<file path="src/rtl/muldiv_issue_ctrl_pkg.sv">
// Shared constants for the mult/div issue controller: op-bit indices, state encoding, default latencies.
package muldiv_issue_ctrl_pkg;
  localparam int OP_W     = 6;
  localparam int OP_MULT  = 0;
  localparam int OP_MULTU = 1;
  localparam int OP_DIV   = 2;
  localparam int OP_DIVU  = 3;
  localparam int OP_MTHI  = 4;
  localparam int OP_MTLO  = 5;

  typedef logic [1:0] state_t;
  localparam state_t ST_IDLE   = 2'd0;
  localparam state_t ST_FIXED  = 2'd1;
  localparam state_t ST_DIV    = 2'd2;
  localparam state_t ST_COMMIT = 2'd3;

  localparam int FIXED_LAT_DEF   = 2;
  localparam int DIV_MAX_CYC_DEF = 40;

  function automatic logic op_onehot(input logic [OP_W-1:0] op);
    return (op != '0) && ((op & (op - 1'b1)) == '0);
  endfunction

  function automatic logic op_is_div(input logic [OP_W-1:0] op);
    return op[OP_DIV] | op[OP_DIVU];
  endfunction
endpackage

</file>
<file path="src/rtl/muldiv_issue_ctrl.sv">
// Issue/hazard controller for the MIPS mult/div/HI-LO unit.
// Define MULDIV_WATCHDOG_EN to abort divides that exceed DIV_MAX_CYC cycles.
module muldiv_issue_ctrl
  import muldiv_issue_ctrl_pkg::*;
#(
  parameter int FIXED_LAT   = FIXED_LAT_DEF,
  parameter int DIV_MAX_CYC = DIV_MAX_CYC_DEF
) (
  input  logic        clk,
  input  logic        rst,
  input  logic        req_valid,
  input  logic [5:0]  req_op,
  input  logic [31:0] req_src0,
  input  logic [31:0] req_src1,
  output logic        req_ready,
  input  logic        rd_valid,
  input  logic        rd_hi,
  output logic        rd_ready,
  output logic [31:0] rd_data,
  input  logic        flush,
  output logic [5:0]  u_op,
  output logic [31:0] u_in0,
  output logic [31:0] u_in1,
  input  logic        u_done,
  output logic        u_cancel,
  output logic        u_read_hi,
  input  logic [31:0] u_res,
  output logic        busy,
  output logic        wd_err
);

  if (FIXED_LAT < 1 || FIXED_LAT > 64 || DIV_MAX_CYC < 2 || DIV_MAX_CYC > 64) begin : g_bad_cfg
    $error("muldiv_issue_ctrl: FIXED_LAT must be 1..64 and DIV_MAX_CYC 2..64");
  end

  state_t     state, state_nx;
  logic [5:0] cnt, cnt_nx;
  logic       idle, fire, in_div, wd_hit;

  assign idle   = (state == ST_IDLE);
  assign in_div = (state == ST_DIV);
  // Illegal encodings are swallowed: handshake completes but nothing reaches the unit.
  assign fire   = idle && req_valid && !flush && !rst && op_onehot(req_op);

  assign req_ready = idle && !flush;
  assign rd_ready  = idle;
  assign rd_data   = u_res;
  assign u_read_hi = rd_hi;
  assign busy      = !idle;
  assign u_op      = fire ? req_op   : '0;
  assign u_in0     = fire ? req_src0 : '0;
  assign u_in1     = fire ? req_src1 : '0;

`ifdef MULDIV_WATCHDOG_EN
  // A done pulse on the final watchdog cycle still commits; flush takes priority over both.
  assign wd_hit = in_div && !flush && !u_done && (cnt == 6'(DIV_MAX_CYC - 1));

  always_ff @(posedge clk) begin
    if (rst)         wd_err <= 1'b0;
    else if (wd_hit) wd_err <= 1'b1;
  end
`else
  assign wd_hit = 1'b0;
  assign wd_err = 1'b0;
`endif

  // The unit shares rst, so a reset mid-divide needs no cancel.
  assign u_cancel = !rst && in_div && (flush || wd_hit);

  always_comb begin
    state_nx = state;
    cnt_nx   = cnt;
    case (state)
      ST_IDLE: if (fire) begin
        if (op_is_div(req_op)) begin
          state_nx = ST_DIV;
          cnt_nx   = '0;
        end else begin
          state_nx = ST_FIXED;
          cnt_nx   = 6'(FIXED_LAT - 1);
        end
      end
      ST_FIXED: begin
        if (cnt == '0) state_nx = ST_IDLE;
        else           cnt_nx   = cnt - 6'd1;
      end
      ST_DIV: begin
        if (flush || wd_hit) begin
          state_nx = ST_IDLE;
          cnt_nx   = '0;
        end else if (u_done) begin
          state_nx = ST_COMMIT;
        end else if (cnt != 6'h3f) begin
          cnt_nx   = cnt + 6'd1;
        end
      end
      default: begin
        state_nx = ST_IDLE;
        cnt_nx   = '0;
      end
    endcase
  end

  always_ff @(posedge clk) begin
    if (rst) begin
      state <= ST_IDLE;
      cnt   <= '0;
    end else begin
      state <= state_nx;
      cnt   <= cnt_nx;
    end
  end

endmodule
</file>
<file path="config.mk">
export PLATFORM = sky130hd
export DESIGN_NAME = muldiv_issue_ctrl
export DESIGN_NICKNAME = d
export VERILOG_FILES = /design/src/rtl/muldiv_issue_ctrl_pkg.sv /design/src/rtl/muldiv_issue_ctrl.sv
export SDC_FILE = /design/constraint.sdc
export NUM_CORES = 1
export LEC_CHECK = 0
export CAP_MARGIN = 10
export CORE_AREA = 2 2 84 86
export CTS_CLUSTER_DIAMETER = 80
export DETAILED_ROUTE_END_ITERATION = 7
export DIE_AREA = 0 0 86 88
export GPL_TIMING_DRIVEN = 0
export PLACE_DENSITY = 0.8
export SYNTH_ARGS = -nofsm -noshare
export SYNTH_HDL_FRONTEND = slang
export SYNTH_SLANG_ARGS = --single-unit
</file>
<file path="constraint.sdc">
create_clock -name clk -period 5.2 [get_ports clk]
set_clock_uncertainty 0.05 [all_clocks]
set_input_delay 0.78 -clock clk [delete_from_list [all_inputs] [get_ports clk]]
set_output_delay 0.78 -clock clk [all_outputs]
set_load 0.03 [all_outputs]
</file>
==> results.cfg <==
[run_status]
status = finished clean

[routing]
drt-total-wl_mm = 7.67
ant_nets = 0
wl_per_cell_um = 15.7
first_pass_iters = 4
viasPerCell = 4.61
dr_total_vias = 2255
drc_errors = 0
dr.first_iter.drc_count = 44

[clock_tree]
clkSlewWorstSetupHoldPaths_ns = 0.04
cts_buffers = 3
root_buffer = clkbuf_8
cts-hold-fix-buffers = 0
cts.sinks = 8
cts_setup_buffers = 0
clock_latency_ns = 0.24
clock_path_buffers = 2
htree_levels = 1
cts_tree = built
ctsResizeCount = 0

[sta]
hold_violations = 0
fmax_mhz = 226
tns_ns = 0
setup_ws_ns = 0.775
relSlewSlack = 0.551
layout_min_cycle_time_ns = 4.42
worstMarginPinSlew_ns = 0.668
final.period_utilization = 0.851
slew_viol_final = 0
grt_setup_unrepaired = false
setup_viol = 0

[global_route]
gr-total-overflow = 0
grt_max_degree = 11
grt_antenna_before_repair = 0
grt_pass1_wl_mm = 10.7
grt_use_total = 0.181
grt_pass1_vias = 1978

[power]
pwr_density_cell_nw_per_um2 = 85.6
p_leak_nw = 1.52
combPwrFrac = 0.558
swShare = 0.321
total_power_uw = 323
pwr-share-clk = 0.248
power.internal_uw = 219
switchingPower_uw = 104
peakVddDrop_uv = 128
p_seq_frac = 0.193

[placement]
pre_cts_ws_ns = 0.804
gp_routability_congestion = 0.902
dp.final_hpwl_mm = 6.34
post_dp_cell_area_um2 = 3730
numPortBuffers = 178

[final_layout]
num_antenna_cells = 0
fillers = 621
layout_common_cells = clkdlybuf4s50_1 (178), and2_4 (66), buf_4 (35)
final_common_cell = clkdlybuf4s50_1
utilization = 0.568
areaGrowthSynthToFinish_pct = 104
num-nets-final = 522
final_layout_size_suffix_gt1_frac = 0.301
finish.instance_area_um2 = 3770

[logic_synthesis]
synthCells = 228
ys.flop_type = dfxtp_1
seq_area_frac_synth = 0.0867
synth_edf_count = 0
yosysWarnings = 0
ys_ff_latch = 8
syn-num-nets = 339
netlist_area_um2 = 1850
ys_async_sr_fraction = 0
synth.distinct_cells = 52
syn_area_per_cell_um2 = 8.11

[setup_path]
worst-path-max-fanout = 10
cp-start-kind = input port
worstPathRequired_ns = 4.37
crit_type = in2out
cpMostUsedCell = clkdlybuf4s50_1
reg2reg_depth = 6
cp-startpoint = req_op[0]
cp_cell_sequence = clkdlybuf4s50_1 -> nor4_1 -> nand3b_1 -> a21oi_4 -> buf_6 -> and2_4 -> clkdlybuf4s50_1
endpoint_kind = output port
arrival_ns = 3.59
cp_slowest_cell = clkdlybuf4s50_1
timing.rr.start = cnt[0]$_SDFFE_PP0P_
max_stage_delay_ns = 0.72

[min_path]
min_from = cnt[5]$_SDFFE_PP0P_
worstHoldPathType = reg2reg
worstHoldPathCells = 2

[floorplan]
dieArea_um2 = 7570
initial_core_util = 0.278
ioPinCount = 217
core_um2 = 6640
die_h_um = 88
fp.dieW_um = 86
rows = 30

[run]
cap_violations = 0
[critical path, delay by kind of cell]
kind / cells / cell delay (ns)
AO/OA/AOI/OAI: 1 / 0.36
buffers and inverters: 3 / 1.43
AND/OR/NAND/NOR: 3 / 1.02
[state kept, by name, summed over array words and instances (netlist names)]
| signal | flops |
|---|---|
| state | 2 |
| cnt | 6 |
[cell type report]
| cell class | instances | area [um2] | share of cell area |
|---|---|---|---|
| plain buffers | 50 | 400 | 0.106 |
| clock buffers | 3 | 41.3 | 0.0109 |
| inverters | 7 | 26.3 | 0.00697 |
| multi-input cells | 163 | 1260 | 0.334 |
| flip-flops and latches | 8 | 160 | 0.0425 |
| well taps | 80 | 100 | 0.0265 |
| repair buffers | 178 | 1780 | 0.472 |
[cells in the mapped netlist, types with 4 or more instances]
cell type / n / area [um2]
buf_2: 4 / 20.0
inv_1: 6 / 22.5
nor3_1: 6 / 30.0
and2_4: 66 / 578
o21ai_0: 5 / 25.0
nand2_1: 11 / 41.3
buf_6: 8 / 90.1
nor4_1: 4 / 25.0
and2_1: 4 / 25.0
o211ai_1: 4 / 30.0
nand3_1: 5 / 25.0
buf_4: 35 / 263
dfxtp_1: 8 / 160
nor2_1: 5 / 18.8
a21oi_1: 4 / 20.0
[layer usage]
layer / routed length, um / vias to the layer above / global-route usage
met4: 119 / 0 / 0.0548
met1: 3080 / 1036 / 0.221
met3: 735 / 9 / 0.0537
met5: 0 / - / 0
met2: 3740 / 112 / 0.307
li1: - / 1098 / -
[power by group through the flow]
| stage | clock [mW] | sequential [mW] | combinational, mW |
|---|---|---|---|
| after floorplan | 0 | 0.0634 | 0.0851 |
| after global placement | 0 | 0.0635 | 0.178 |
| after detailed placement | 0 | 0.0635 | 0.179 |
| after CTS | 0.0816 | 0.0624 | 0.181 |
| after global routing | 0.0842 | 0.0624 | 0.189 |
| final | 0.0801 | 0.0624 | 0.180 |
[kinds of logic after synthesis]
kind of cell             count (synthesis)  share of synthesized area
buffers and inverters                   57                      0.231
AND/OR/NAND/NOR                        114                      0.462
other                                    1                    0.00203
multiplexers                             2                     0.0108
AO/OA/AOI/OAI                           39                      0.170
flip-flops                               8                     0.0867
adder cells (fa/ha/maj)                  2                     0.0135
XOR/XNOR                                 5                     0.0237
[final timing paths]
path,endpoint,slack [ns]
max reg2reg,cnt[3]$_SDFFE_PP0P_,3.23
min,cnt[5]$_SDFFE_PP0P_,0.51
max,u_in0[20],0.78
min reg2reg,cnt[5]$_SDFFE_PP0P_,0.51
[metrics by stage]
stage	cells	hold WS, ns
4_1_cts	489	0.497
5_1_grt	489	0.518
6_report	489	0.510
3_5_place_dp	486	0.494
2_1_floorplan	228	0.449
3_3_place_gp	486	0.481
Note: power is estimated with default switching activity, not from simulation.
